`src/rtl/alu_wide_seq.sv`:
```
// alu_wide_seq: multi-cycle NBYTES-wide ADD/SUB/XOR/SHL built on the shared
// 8-bit combinational ALU. It issues one byte slice per cycle, LSB first,
// and carries between slices. The result is returned through a valid/ready
// response.
// Optional build macro ALU_WIDE_SEQ_ZERO_EN adds the registered rsp_zero flag.

// ALU opcode constants used by the shared 8-bit ALU.
package definitionsABC;
  localparam logic [3:0] kADDL = 4'h0;  // a + b + sc_in, carry out on SC_OUT
  localparam logic [3:0] kXOR  = 4'h6;  // a ^ b
  localparam logic [3:0] kSLO  = 4'hA;  // {b[6:0], sc_in}, SC_OUT not driven

  typedef enum logic [1:0] {
    OP_ADD = 2'b00,
    OP_SUB = 2'b01,
    OP_XOR = 2'b10,
    OP_SHL = 2'b11
  } op_t;
endpackage

module alu_wide_seq
  import definitionsABC::*;
#(
  parameter  int NBYTES = 2,
  localparam int W      = 8 * NBYTES
) (
  input  logic         clk,
  input  logic         reset,
  input  logic         req_valid,
  output logic         req_ready,
  input  logic [1:0]   req_op,
  input  logic [W-1:0] req_a,
  input  logic [W-1:0] req_b,
  input  logic         req_cin,
  output logic [3:0]   alu_op,
  output logic [7:0]   alu_a,
  output logic [7:0]   alu_b,
  output logic         alu_sc_in,
  input  logic [7:0]   alu_out,
  input  logic         alu_sc_out,
  output logic         rsp_valid,
  input  logic         rsp_ready,
  output logic [W-1:0] rsp_result,
`ifdef ALU_WIDE_SEQ_ZERO_EN
  output logic         rsp_zero,
`endif
  output logic         rsp_cout
);

  localparam int IDXW = $clog2(NBYTES);
  localparam logic [IDXW-1:0] LAST_IDX = IDXW'(NBYTES - 1);

  typedef enum logic [1:0] {
    S_IDLE,
    S_BUSY,
    S_DONE
  } state_t;

  state_t          state;
  op_t             op_q;
  logic [W-1:0]    a_q;
  logic [W-1:0]    b_q;        // holds ~B for SUB so the adder path is shared
  logic            carry_q;
  logic [IDXW-1:0] idx_q;
  logic [W-1:0]    result_q;

  logic [7:0]      a_byte;
  logic [7:0]      b_byte;
  logic            carry_nxt;
  logic [W-1:0]    result_nxt;

  assign req_ready  = (state == S_IDLE);
  assign rsp_result = result_q;

  // Select the current slice and drive the ALU; the ALU sits idle outside BUSY.
  always_comb begin
    // NOTE: assign every output a default first so that no path leaves one unassigned (no latch).
    alu_op    = kXOR;
    alu_a     = 8'h00;
    alu_b     = 8'h00;
    alu_sc_in = 1'b0;
    a_byte    = a_q[{idx_q, 3'b000} +: 8];
    b_byte    = b_q[{idx_q, 3'b000} +: 8];
    if (state == S_BUSY) begin
      unique case (op_q)
        OP_ADD, OP_SUB: begin
          alu_op    = kADDL;
          alu_a     = a_byte;
          alu_b     = b_byte;
          alu_sc_in = carry_q;
        end
        OP_XOR: begin
          alu_op = kXOR;
          alu_a  = a_byte;
          alu_b  = b_byte;
        end
        OP_SHL: begin
          alu_op    = kSLO;
          alu_b     = a_byte;
          alu_sc_in = carry_q;
        end
        default: ;
      endcase
    end
  end

  // Carry into the next slice, and the result with the current slice merged in.
  always_comb begin
    carry_nxt  = 1'b0;
    result_nxt = result_q;
    result_nxt[{idx_q, 3'b000} +: 8] = alu_out;
    unique case (op_q)
      OP_ADD, OP_SUB: carry_nxt = alu_sc_out;
      OP_SHL:         carry_nxt = a_byte[7];  // kSLO leaves SC_OUT undriven
      default:        carry_nxt = 1'b0;
    endcase
  end

  // Sequencer FSM: accept, step slices LSB first, then hold the response.
  always_ff @(posedge clk or posedge reset) begin
    // NOTE: the reset clears every register, including the operand and result registers, so nothing from an aborted operation survives.
    if (reset) begin
      state     <= S_IDLE;
      op_q      <= OP_XOR;
      a_q       <= '0;
      b_q       <= '0;
      carry_q   <= 1'b0;
      idx_q     <= '0;
      result_q  <= '0;
      rsp_valid <= 1'b0;
      rsp_cout  <= 1'b0;
`ifdef ALU_WIDE_SEQ_ZERO_EN
      rsp_zero  <= 1'b0;
`endif
    end else begin
      // NOTE: state is updated with non-blocking assignments so that every register samples values from before the edge.
      unique case (state)
        S_IDLE: begin
          if (req_valid && req_ready) begin
            op_q  <= op_t'(req_op);
            a_q   <= req_a;
            b_q   <= (op_t'(req_op) == OP_SUB) ? ~req_b : req_b;
            idx_q <= '0;
            state <= S_BUSY;
            unique case (op_t'(req_op))
              OP_ADD, OP_SHL: carry_q <= req_cin;
              OP_SUB:         carry_q <= 1'b1;  // two's complement: A + ~B + 1
              default:        carry_q <= 1'b0;
            endcase
          end
        end
        S_BUSY: begin
          result_q <= result_nxt;
          carry_q  <= carry_nxt;
          idx_q    <= idx_q + IDXW'(1);
          if (idx_q == LAST_IDX) begin
            state     <= S_DONE;
            rsp_valid <= 1'b1;
            rsp_cout  <= carry_nxt;
`ifdef ALU_WIDE_SEQ_ZERO_EN
            rsp_zero  <= (result_nxt == '0);
`endif
          end
        end
        S_DONE: begin
          if (rsp_ready) begin
            state     <= S_IDLE;
            rsp_valid <= 1'b0;
          end
        end
        default: state <= S_IDLE;
      endcase
    end
  end

endmodule

```
`config.mk`:
```
export PLATFORM = sky130hd
export DESIGN_NAME = alu_wide_seq
export DESIGN_NICKNAME = d
export VERILOG_FILES = /design/src/rtl/alu_wide_seq.sv
export SDC_FILE = /design/constraint.sdc
export NUM_CORES = 1
export LEC_CHECK = 0
export CAP_MARGIN = 20
export CORE_MARGIN = 4
export CORE_UTILIZATION = 41
export CTS_CLUSTER_SIZE = 16
export DETAILED_ROUTE_END_ITERATION = 7
export GPL_ROUTABILITY_DRIVEN = 0
export PLACE_DENSITY = 0.8
export SYNTH_ARGS = -nofsm -noshare
export SYNTH_HDL_FRONTEND = slang
export SYNTH_SLANG_ARGS = --single-unit
```
`constraint.sdc`:
```
create_clock -name clk -period 1.56 [get_ports clk]
set_input_delay 0.312 -clock clk [delete_from_list [all_inputs] [get_ports clk]]
set_output_delay 0.312 -clock clk [all_outputs]
set_load 0.01 [all_outputs]
```
==> results by group <==
Run
  – Max-Cap Viols: 0

Clock tree
  – Clock buffer count from CTS: 5
  – Clock sink count: 56
  – Number of levels the H-tree was split into: 2
  – Buffers from clock root to sink, at most: 2
  – CTS root buffer: sky130_fd_sc_hd__clkbuf_8
  – Clock latency reported for the late side of the worst-skew pair: 0.31 ns
  – CTS tree: built
  – Clock Pin Slew Worst Setup and Hold Paths: 0.11 ns
  – Hold-fix buffers at CTS: 0

Setup path
  – Sort of element at the start of the critical path: flip-flop
  – Worst r2r src: state[1]
  – Critical Path Source: state[1]
  – Critical Path, Cell by Cell: nor2b_4 -> buf_6 -> nand3_4 -> o22ai_2 -> buf_2
  – Kind of end point of the critical path: output port
  – Cells on worst reg2reg path: 6
  – Data required time of the critical path: 1.25 ns
  – Crit path max-delay cell type: sky130_fd_sc_hd__dfrtp_1
  – Kind of critical path: flip-flop to output port
  – Data arrival time of the worst path: 1.58 ns
  – Worst stage delay on the critical path: 0.42 ns
  – Largest fanout of any net on the critical path: 8

Synth
  – Main area contributors after synthesis: sky130_fd_sc_hd__dfrtp_1, sky130_fd_sc_hd__mux2_2, sky130_fd_sc_hd__mux2i_1
  – Synth top area share: 0.521
  – Fraction of the yosys area taken by sequential cells: 0.531
  – Synthesized Nets: 273
  – Mean instance size in the synthesized netlist: 11.8 um^2
  – Instance count of the mapped netlist: 223
  – Mapped cell area: 2640 um^2
  – Yosys cell types: 31
  – Most common flop cell mapped by yosys: sky130_fd_sc_hd__dfrtp_1
  – Post-synth EDFFs: 0
  – Largest area contributor in the synthesized netlist: sky130_fd_sc_hd__dfrtp_1
  – Yosys warning total: 0
  – Synth Register Bits: 56
  – Share of flip-flops with an asynchronous set or reset after synthesis: 1.00

STA
  – Setup repair after global routing missed its margin: true
  – Tcrit/Tclk final: 1.21
  – Number of max-slew violations in the final report: 0
  – Setup ws final: -0.334 ns
  – Max Clk Rate: 0.528 GHz
  – Clk_skew: 0.0106 ns
  – Endpoints failing setup: 28
  – Hold_ws: 0.272 ns
  – Final hold viol count: 0
  – Min Tclk post-route: 1.89 ns

Routing
  – Avg Vias per Cell: 5.02
  – Count of vias placed by the detailed router: 2,099
  – Average detailed-routed wire length per instance: 16.4 um
  – DRC violations left: 0
  – Post-DRT Antenna Nets: 0
  – Initial DRC count: 64
  – Drt pass-1 iters: 4
  – Routed wire length: 6880 um

Placed design
  – Port Buffers: 86
  – Half-perimeter wire length of the detailed placement result: 4760 um
  – Pre-CTS setup slack: -0.355 ns
  – Cell count after placement: 396

Layout
  – Highest-count cells in the layout ignoring fill and taps: sky130_fd_sc_hd__dfrtp_1, sky130_fd_sc_hd__clkdlybuf4s50_1, sky130_fd_sc_hd__mux2_2
  – Most common cell after layout, fill and taps aside: sky130_fd_sc_hd__dfrtp_1
  – Antenna fix cells: 0
  – Area Growth Syn to Fin: 63.2%
  – Count of nets after finishing: 392
  – Post-Route Utilization: 0.707
  – Number of fill cells in the layout: 439
  – Share of final-layout standard cells stronger than drive strength 1: 0.426
  – Non-filler cells, final: 418

GRT
  – Via count of the first global-routing pass: 2,160
  – Largest net degree at the start of global routing: 27
  – Number of antenna violations at the first check in global routing: 0
  – First-pass GRT wire length: 10,600 um
  – Global-route usage over all layers: 0.175
  – Sum of overflow across all layers after global routing: 0

Power
  – Lkg Pwr: 0.00192 uW
  – Power density over the cells: 2080 nW/um^2
  – Largest voltage drop on the vdd net: 1280 uV
  – Total Power: 8970 uW

Min path
  – Hold WC Path Type: input pin to async pin

Die
  – Total core area: 6100 um^2
  – Chip width: 88.2 um
  – Cell row count: 28
  – Starting density of the core: 0.433
  – Number of top-level pins: 88
  – Y dimension of the die: 88.2 um
  – Die area: 7790 um^2

Outcome
  – Failing checks: setup timing
  – Result of the run: finished, violations left
layer usage:
layer / global-route usage / vias to the layer above / wire (um)
li1: - / 1000 / -
met1: 0.228 / 1047 / 2840
met2: 0.308 / 46 / 3700
met3: 0.0270 / 6 / 277
met4: 0.0385 / 0 / 63
met5: 0 / - / 0
critical path, delay by kind of cell, from the launching register on:
kind | cells | cell delay [ns]
flip-flops | 1 | 0.42
AND/OR/NAND/NOR | 2 | 0.35
buffers and inverters | 2 | 0.29
AO/OA/AOI/OAI | 1 | 0.21
stage by stage:
step                cell area [um^2]  TNS [ns]
floorplan                       2640         0
global placement                3760     -9.79
detailed placement              3760    -10.99
CTS                             4220     -4.81
global route                    4310     -6.93
finish                          4310     -5.38
sequential cells by signal (all words and copies together) (netlist names), 2 cells and up:
name        flops
a_q            16
b_q            16
rsp_result     16
op_q            2
state           2
logic make-up (layout without fill, tap and decap cells):
kind of cell | Yosys count | after routing | share of synthesized area
xor+xnor | 16 | 16 | 0.0531
fa+ha+maj | 2 | 2 | 0.00948
simple gates | 43 | 43 | 0.0839
mux | 49 | 49 | 0.202
other cells | 1 | 1 | 0.00142
flops | 56 | 56 | 0.531
buf+inv | 20 | 140 | 0.0436
compound gates | 36 | 36 | 0.0754
repair_timing:
item,4_1_cts,5_1_grt
pin swaps,10,5
gates resized for setup,157,29
endpoints found under the hold margin,0,0
setup endpoints to repair,32,49
cloned,2,0
buffers inserted,11,5
final cells by class:
cell class	instances	area [um^2]	area share
Clock buffer	5	68.8	0.0160
Clock inverter	3	46.3	0.0107
Inverter	7	32.5	0.00755
Multi-Input combinational cell	147	1370	0.318
Sequential cell	56	1400	0.326
Tap cell	75	93.8	0.0218
Timing Repair Buffer	125	1290	0.301
cells in the mapped netlist, types with 5 or more instances:
cell	n
sky130_fd_sc_hd__o22ai_1	7
sky130_fd_sc_hd__mux2_2	34
sky130_fd_sc_hd__buf_2	5
sky130_fd_sc_hd__a21oi_1	19
sky130_fd_sc_hd__o21ai_0	5
sky130_fd_sc_hd__dfrtp_1	55
sky130_fd_sc_hd__nor2_1	26
sky130_fd_sc_hd__mux2i_1	15
sky130_fd_sc_hd__buf_4	7
sky130_fd_sc_hd__nand2_1	5
sky130_fd_sc_hd__xnor2_1	16
sky130_fd_sc_hd__inv_1	7
where the power goes:
| group | switching, uW | internal, uW | leakage (uW) | total (uW) |
|---|---|---|---|---|
| logic | 2230 | 3020 | 0.00122 | 5260 |
| clock network | 492 | 484 | 0.0000548 | 977 |
| registers | 551 | 2190 | 0.000641 | 2740 |
| total | 3280 | 5700 | 0.00192 | 8970 |
worst paths after layout:
path	to	slack, ns
hold / removal	rsp_result[14]	0.27
hold reg to reg	rsp_result[10]	0.51
min in group clk	rsp_result[10]	0.51
setup / recovery	alu_b[5]	-0.33
max in group asynchronous	b_q[12]	0.80
setup reg to reg	rsp_result[2]	-0.08
No activity file was read; power rests on OpenSTA's default activity.
